$ cat src/rtl/sr_cmd_conditioner.sv
// -----------------------------------------------------------------------------
// sr_cmd_conditioner
//
// Upstream driver for a gated SR latch. Two raw, bouncy pushbuttons (set
// request and clear request) are synchronised, debounced and edge-detected.
// Each press leaves one pending request per channel. A small FSM turns the
// pending requests into clean, timed S/R/en commands:
//   IDLE  -> pick a request, consume both flags, start a command
//   DRIVE -> en=1 with S/R held constant for EN_WIDTH cycles
//   GAP   -> one quiet cycle (S=R=en=0) before the next command
// The forbidden S=R=1 combination is never driven, and S/R are 0 whenever
// en is 0.
//
// Parameters:
//   DB_CYCLES  stable synchronised samples needed to move a debounced level
//              (1..255)
//   EN_WIDTH   cycles en is held high per command (1..15)
//   PRIORITY   both requests pending at issue time:
//              0 = clear wins, 1 = set wins, 2 = both dropped
//
// Ports:
//   clk       system clock, all state changes on the rising edge
//   rst       synchronous, active-high reset
//   set_btn   raw asynchronous set pushbutton, active high
//   clr_btn   raw asynchronous clear pushbutton, active high
//   S         set command to the latch (registered)
//   R         reset command to the latch (registered)
//   en        latch enable (registered)
//   busy      high while the FSM is in DRIVE or GAP (registered)
//   conflict  one-cycle pulse when both requests were pending at issue time
//
// Latency: a button held high from edge k (FSM idle) gives the first en=1
// cycle at edge k+DB_CYCLES+4 (2 sync + DB_CYCLES debounce + 1 pending +
// 1 issue).
//
// The FSM state is kept in the enum signal `state` so checkers can bind to it.
// -----------------------------------------------------------------------------
module sr_cmd_conditioner #(
  parameter int DB_CYCLES = 4,
  parameter int EN_WIDTH  = 2,
  parameter int PRIORITY  = 0
) (
  input  logic clk,
  input  logic rst,
  input  logic set_btn,
  input  logic clr_btn,
  output logic S,
  output logic R,
  output logic en,
  output logic busy,
  output logic conflict
);

  // Channel index used throughout: bit 0 = set request, bit 1 = clear request.
  localparam int CH_SET = 0;
  localparam int CH_CLR = 1;

  // The counter update happens on the DB_CYCLES-th consecutive differing
  // sample, so the comparison is against DB_CYCLES-1.
  localparam logic [7:0] DB_LAST = 8'(DB_CYCLES - 1);
  localparam logic [3:0] EN_LAST = 4'(EN_WIDTH - 1);

  typedef enum logic [1:0] {
    IDLE  = 2'd0,
    DRIVE = 2'd1,
    GAP   = 2'd2
  } state_t;

  state_t     state;

  // Input conditioning state.
  logic [1:0] sync1;
  logic [1:0] sync2;
  logic [7:0] db_cnt [2];
  logic [1:0] db_lvl;
  logic [1:0] db_prev;
  logic [1:0] pend;

  // DRIVE-phase cycle counter.
  logic [3:0] en_cnt;

  // Issue decision, evaluated only in IDLE.
  logic [1:0] rise;
  logic       both;
  logic       consume;
  logic       issue;
  logic       issue_s;
  logic       issue_r;

  // Press edges come from the debounced level, never the raw input; release
  // edges are ignored.
  assign rise = db_lvl & ~db_prev;
  assign both = pend[CH_SET] & pend[CH_CLR];

  always_comb begin
    consume = 1'b0;
    issue   = 1'b0;
    issue_s = 1'b0;
    issue_r = 1'b0;
    if (state == IDLE && (|pend)) begin
      // Both flags are always consumed together, whichever one wins.
      consume = 1'b1;
      if (both) begin
        if (PRIORITY == 0) begin
          issue   = 1'b1;
          issue_r = 1'b1;
        end else if (PRIORITY == 1) begin
          issue   = 1'b1;
          issue_s = 1'b1;
        end
        // Any other PRIORITY value drops both requests without a command.
      end else if (pend[CH_SET]) begin
        issue   = 1'b1;
        issue_s = 1'b1;
      end else begin
        issue   = 1'b1;
        issue_r = 1'b1;
      end
    end
  end

  always_ff @(posedge clk) begin
    if (rst) begin
      sync1    <= '0;
      sync2    <= '0;
      db_cnt   <= '{default: '0};
      db_lvl   <= '0;
      db_prev  <= '0;
      pend     <= '0;
      state    <= IDLE;
      en_cnt   <= '0;
      S        <= 1'b0;
      R        <= 1'b0;
      en       <= 1'b0;
      busy     <= 1'b0;
      conflict <= 1'b0;
    end else begin
      // Two-flop synchroniser; only sync2 is used downstream.
      sync1 <= {clr_btn, set_btn};
      sync2 <= sync1;

      // Debounce: count consecutive samples that disagree with the current
      // level; any agreeing sample restarts the count, so short glitches
      // never move the level.
      for (int i = 0; i < 2; i++) begin
        if (sync2[i] == db_lvl[i]) begin
          db_cnt[i] <= '0;
        end else if (db_cnt[i] == DB_LAST) begin
          db_lvl[i] <= sync2[i];
          db_cnt[i] <= '0;
        end else begin
          db_cnt[i] <= db_cnt[i] + 8'd1;
        end
      end
      db_prev <= db_lvl;

      // A press landing on the same edge the FSM consumes the flags must
      // survive, so new edges are ORed in after the consume.
      pend <= (consume ? 2'b00 : pend) | rise;

      conflict <= consume & both;

      case (state)
        IDLE: begin
          if (issue) begin
            state  <= DRIVE;
            en_cnt <= '0;
            S      <= issue_s;
            R      <= issue_r;
            en     <= 1'b1;
            busy   <= 1'b1;
          end
        end
        DRIVE: begin
          // S/R stay untouched here so they cannot change while en=1.
          if (en_cnt == EN_LAST) begin
            state <= GAP;
            S     <= 1'b0;
            R     <= 1'b0;
            en    <= 1'b0;
          end else begin
            en_cnt <= en_cnt + 4'd1;
          end
        end
        GAP: begin
          state <= IDLE;
          busy  <= 1'b0;
        end
        default: begin
          state <= IDLE;
          S     <= 1'b0;
          R     <= 1'b0;
          en    <= 1'b0;
          busy  <= 1'b0;
        end
      endcase
    end
  end

endmodule
$ cat config.mk
export PLATFORM = sky130hd
export DESIGN_NAME = sr_cmd_conditioner
export DESIGN_NICKNAME = d
export VERILOG_FILES = /design/src/rtl/sr_cmd_conditioner.sv
export SDC_FILE = /design/constraint.sdc
export NUM_CORES = 1
export LEC_CHECK = 0
export ABC_AREA = 1
export BUFFER_PORTS_ARGS = -buffer_cell sky130_fd_sc_hd__buf_2
export CORE_MARGIN = 4
export CORE_UTILIZATION = 50
export CTS_CLUSTER_DIAMETER = 50
export DETAILED_ROUTE_END_ITERATION = 10
export GPL_ROUTABILITY_DRIVEN = 0
export GPL_TIMING_DRIVEN = 0
export PLACE_DENSITY = 0.68
export SYNTH_ARGS = -nofsm -noshare
export SYNTH_HDL_FRONTEND = slang
export SYNTH_SLANG_ARGS = --single-unit
export TNS_END_PERCENT = 1
$ cat constraint.sdc
create_clock -name clk -period 1.25 [get_ports clk]
set_input_delay 0.125 -clock clk [delete_from_list [all_inputs] [get_ports clk]]
set_output_delay 0.125 -clock clk [all_outputs]
set_load 0.05 [all_outputs]
==> results of run 1 <==
-- logic make-up (layout without fill, tap and decap cells) --
kind of cell	after synthesis	in the layout	synth area share, %
flops	37	37	48.1
buf+inv	35	53	9.10
fa+ha+maj	4	4	3.25
xor+xnor	6	6	3.41
simple gates	90	90	26.8
compound gates	24	24	9.27
-- flip-flops by register name (all words and copies together), names as in the netlist --
register,cells
pend,2
sync2,2
S,1
db_cnt,16
en,1
conflict,1
busy,1
db_lvl,2
db_prev,2
sync1,2
R,1
en_cnt,4
state,2
-- synth_stat cells, drive strengths merged --
master / number / area share [%]
or2: 2 / 0.81
clkbuf: 1 / 0.24
xnor2: 2 / 1.1
nand4: 3 / 1.2
nand2: 32 / 8.6
a21oi: 17 / 6.0
dfxtp: 37 / 48
nand3: 16 / 5.9
nor2: 31 / 8.4
inv: 32 / 7.8
o21ai: 6 / 2.7
ha: 4 / 3.3
buf: 1 / 0.73
o32ai: 1 / 0.57
xor2: 4 / 2.3
clkinv: 1 / 0.32
nor3: 6 / 2.0
-- worst max-delay path, cell delays in order (launching register included) --
cell	delay, ns
dfxtp_2	0.36
inv_1	0.04
ha_1	0.18
nand2_2	0.10
nand2_4	0.09
or2_0	0.21
a21oi_1	0.12
-- report_power, final --
group | switching [mW] | internal (mW)
sequential | 0.00431 | 1.19
clock | 0.370 | 0.326
combinational | 0.0259 | 0.0201
total | 0.401 | 1.53
-- cell type report --
cell class	count	area [µm²]	area share, %
clock inverters	1	5.00	0.287
inverters	33	125	7.18
flip-flops and latches	37	746	42.8
plain buffers	2	15.0	0.862
repair buffers	10	65.1	3.74
clock buffers	7	65.1	3.74
multi-input cells	124	682	39.2
well taps	31	38.8	2.23
-- timing repair --
action                     4_1_cts  5_1_grt
hold endpoints to repair         8        0
cloned                           0        0
pin swaps                        0        1
setup endpoints to repair        8       17
resized for setup                1        8
hold buffers                     3        0
-- metal layers --
| layer | global-route usage [%] | up-vias | wire length (µm) |
|---|---|---|---|
| met5 | 0 | - | 0 |
| met4 | 9.43 | 0 | 41 |
| met3 | 4.26 | 8 | 89 |
| met2 | 25.7 | 15 | 1210 |
| met1 | 15.5 | 543 | 1150 |
| li1 | - | 651 | - |
-- worst max-delay path by stage --
| stage | from | end | cells past startpoint |
|---|---|---|---|
| after floorplan | db_cnt[0] | db_cnt[5] | 4 |
| after global placement | db_cnt[0] | db_cnt[0] | 4 |
| after detailed placement | db_cnt[0] | db_cnt[2] | 4 |
| after CTS | db_cnt[0] | db_cnt[2] | 4 |
| after global routing | db_cnt[9] | db_cnt[14] | 8 |
| final | en_cnt[1] | en_cnt[1] | 6 |
==> summary.md, run 1 <==
| Metric | Value |
|---|---|
| Status | finished, final reports clean |
| CTS H-tree lvls | 2 |
| Crit path kind | reg2reg |
| Filler cell count | 270 |
| Wire per inst | 10.2 µm |
| Tcrit/Tclk final | 92.9% |
| Most frequent cells in the layout | dfxtp_1 (33), inv_1 (29), nand2_1 (29), nor2_1 (26) |
| Pwr Total | 1.93 mW |
| CP required | 1.52 ns |
| Clk sinks | 37 |
| Crit path DAT | 1.43 ns |
| Peak VDD IR | 0.700 mV |
| Starting Density | 53.9% |
| TNS Setup | 0 ns |
| Die Width | 63.5 µm |
| Post-route cell area | 1740 µm² |
| WHS | 0.418 ns |
| Worst setup EP type | flip-flop |
| Post-route insts no fill | 245 |
| Mapped Avg Cell Area | 7.85 µm² |
| Reg-to-reg critical path startpoint | en_cnt[1] |
| Hold path endpoint | sync2[0] |
| Max Transition Viols Final | 0 |
| Final #Nets | 221 |
| CTS tree | yes |
| Worst slack, placed | -0.0272 ns |
| Netlist cell types | 26 |
| Hold path start | sync1[0] |
| Critical Path Fanout Max | 8 |
| RSZ-0062 raised after global routing | yes |
| Flop2flop setup slack | 0.09 ns |
| Wire length after detailed routing | 2490 µm |
| Port buffer count | 7 |
| Max Cap Viol | 0 |
| Dpl cell area | 1610 µm² |
| Post-Syn Area | 1540 µm² |
| Hold Crit Depth | 2 |
| CTS Buf Count | 5 |
| Global-route wire length before repair | 4650 µm |
| Post-route setup slack | 0.0888 ns |
| Initial drt markers | 32 |
| Ratio of cells with drive above 1 in the final layout | 19.6% |
| Row count | 19 |
| Setup Buffers After CTS | 0 |
| Chip height | 63.5 µm |
| Synth Warn # | 0 |
| Pleak | 0.678 nW |
| Initial antenna violation count | 0 |
| Post-Place Cells | 234 |
| Worst slew pin tran | 0.388 ns |
| Via count | 1217 |
| CORE AREA | 2850 µm² |
| Pin count of the biggest net entering global routing | 12 |
| Final setup violation count | 0 |
| Total die area | 4030 µm² |
| Number of routed nets with antenna violations | 0 |
| Synth-to-Final Area Change | 13.2% |
| DR vias/cell | 4.97 |
| Pwr dens | 1110 nW/µm² |
| I/O pins | 9 |
| Clock transition at path regs | 0.10 ns |
| Root Buffer | clkbuf_4 |
| Max-slew headroom | 74.2% |
| Synthesis-stage register bit count | 37 |
| Syn Inst Count | 196 |
| Most common cell after layout, fill and taps aside | dfxtp_1 |
| Post-DP HPWL | 1910 µm |
| All-Layer GR Usage | 14.8% |
| Clk_skew | 0.00261 ns |
| Drc violations | 0 |
| GR Overflow Total | 0 |
| Tmin final | 1.16 ns |
| R2r endpoint | en_cnt[1] |
| Cell depth of the worst flop-to-flop path | 6 |
| CTS Buffer Depth | 2 |
| Final hold violation count | 0 |
| Maximum clock frequency | 0.861 GHz |
| Later-pin clock latency in the skew report | 0.33 ns |
| Ant diodes | 0 |
| Hold Crit Class | reg2reg |
| Vias in the first global route | 1169 |
| Net Count, Synth | 204 |
| Layout Utilization | 61.1% |
| Critical Path Source Type | flip-flop |
| Register area share after synthesis | 48.1% |
| First-pass DRT Iterations | 4 |
No activity file was read; power rests on OpenSTA's default activity.
==> run 2, diff against run 1 <==
CELL_PAD_IN_SITES_DETAIL_PLACEMENT = 0   (was not set)
CELL_PAD_IN_SITES_GLOBAL_PLACEMENT = 2   (was not set)
CORE_UTILIZATION = 35   (was 50)
PLACE_DENSITY = not set   (was 0.68)
PLACE_DENSITY_LB_ADDON = 0.1   (was not set)
RECOVER_POWER = 100   (was not set)
==> run 2 against run 1 <==
Cell area decreased by 0.36%. Die area increased by 37%. Critical endpoint is now db_cnt[6]. Critical path type unchanged. Clock-buffer cell count unchanged. Maximum frequency decreased by 2.1%. Largest power group unchanged.
==> summary.md, run 2 (same netlist as run 1, synthesis figures left out) <==
| Metric | Value |
|---|---|
| Status | finished, final reports clean |
| Crit path kind | reg2reg |
| Critical Path Fanout Max | 3 |
| Post-route insts no fill | 260 |
| Final hold violation count | 0 |
| GR Util met3 | 4.46% |
| Wire length after detailed routing | 2670 µm |
| Ratio of cells with drive above 1 in the final layout | 17.1% |
| Post-DP HPWL | 1900 µm |
| Pin count of the biggest net entering global routing | 11 |
| Chip height | 74.3 µm |
| All-Layer GR Usage | 10.5% |
| CTS H-tree lvls | 2 |
| I/O pins | 9 |
| Clock transition at path regs | 0.07 ns |
| Most flops, register | db_cnt |
| CP max stage cell | dfxtp_1 |
| Post-Place Cells | 253 |
| Number of routed nets with antenna violations | 0 |
| Hold Crit Class | in2reg |
| Max Transition Viols Final | 0 |
| Max Cap Viol | 0 |
| Met1 usage in global routing | 11.1% |
| Row count | 23 |
| Tcrit/Tclk final | 94.9% |
| CP bufs+invs | 0 |
| Clk_skew | 0.00246 ns |
| Initial antenna violation count | 0 |
| GR Overflow Total | 0 |
| Tmin final | 1.19 ns |
| Later-pin clock latency in the skew report | 0.28 ns |
| Worst slew pin tran | 0.438 ns |
| Initial drt markers | 53 |
| Filler cell count | 426 |
| Top Usage Layer GRT | met2 |
| Port buffer count | 7 |
| Global-route wire length before repair | 4340 µm |
| CTS Buffer Depth | 2 |
| RSZ-0062 raised after global routing | yes |
| Synth-to-Final Area Change | 12.8% |
| Starting Density | 37.4% |
| Crit path DAT | 1.36 ns |
| Die Width | 74.3 µm |
| Top flop regs | db_cnt: 16 flops, en_cnt: 4 flops |
| Pwr dens | 1190 nW/µm² |
| Vias in the first global route | 1065 |
| First-pass DRT Iterations | 4 |
| WHS | 0.0388 ns |
| Most frequent cells in the layout | dfxtp_1 (34), inv_1 (29), nand2_1 (28), nor2_1 (26), a21oi_1 (16) |
| Pleak | 0.662 nW |
| Largest delay share family, worst path | simple AND/OR/NAND/NOR gates |
| Root Buffer | clkbuf_8 |
| Layout Utilization | 42.2% |
| Ant diodes | 0 |
| Max-slew headroom | 70.8% |
| Maximum clock frequency | 0.843 GHz |
| Final setup violation count | 0 |
| Total die area | 5520 µm² |
| Setup Buffers After CTS | 0 |
| GR Layer Usage met2 | 18.1% |
| Largest stage delay, worst path | 0.35 ns |
| DR vias/cell | 4.65 |
| Critical path, cell by cell | ha_1, nand3_1, nor2_1, xor2_1, nor2_1 |
| Wire per inst | 10.3 µm |
| Final #Nets | 218 |
| CTS Buf Count | 5 |
| Via count | 1208 |
| Worst setup EP type | flip-flop |
| CP required | 1.42 ns |
| CORE AREA | 4120 µm² |
| CTS tree | yes |
| Peak VDD IR | 0.554 mV |
| Most used cell along the critical path | nor2_1 |
| Drc violations | 0 |
| Critical Path Source Type | flip-flop |
| Max reg flops | 16 |
| Clk sinks | 37 |
| Hold-fix buffers, CTS | 0 |
| Most common cell after layout, fill and taps aside | dfxtp_1 |
## run 2: final timing paths
path	startpoint	to	slack, ns	cells past startpoint
max	db_cnt[1]	db_cnt[6]	0.06	5
min	clr_btn	sync1[1]	0.04	3
max reg2reg	db_cnt[1]	db_cnt[6]	0.06	5
min reg2reg	sync1[0]	sync2[0]	0.41	2
## run 2: final cells by class
class | count | area, µm² | area share (%)
inverters | 33 | 125 | 7.21
flip-flops and latches | 37 | 744 | 42.9
well taps | 50 | 62.6 | 3.60
repair buffers | 7 | 35.0 | 2.02
clock buffers | 7 | 86.3 | 4.97
plain buffers | 2 | 7.51 | 0.433
multi-input cells | 124 | 674 | 38.9
## run 2: power breakdown
part	internal, mW	total [mW]	leakage (nW)	switching (mW)
logic	0.0114	0.0363	0.317	0.0249
clock network	0.437	0.833	0.0443	0.396
registers	1.19	1.19	0.300	0.00422
## run 2: per-stage QoR
step | power (mW) | setup TNS, ns | cell area [µm²] | setup WS (ns)
finish | 2.06 | 0 | 1740 | 0.0643
global route | 2.15 | -0.0385 | 1740 | -0.0158
CTS | 2.10 | 0 | 1730 | 0.0220
detailed placement | 1.26 | -0.206 | 1640 | -0.0359
global placement | 1.26 | 0 | 1640 | 0.0117
floorplan | 1.24 | 0 | 1540 | 0.136
## run 2: worst min-delay path: stages
cell and delay (ns):
buf_2 0.07, inv_1 0.03, nor2_1 0.06
## run 2: what timing repair did
action | CTS | global route
pin swaps | 0 | 3
gates resized for setup | 1 | 7
setup endpoints to repair | 8 | 16
## run 2: per-layer routing
metal	routed length (µm)	vias to the layer above
li1	-	639
met1	1190	548
met2	1340	17
met3	114	4
met4	32	0
met5	0	-
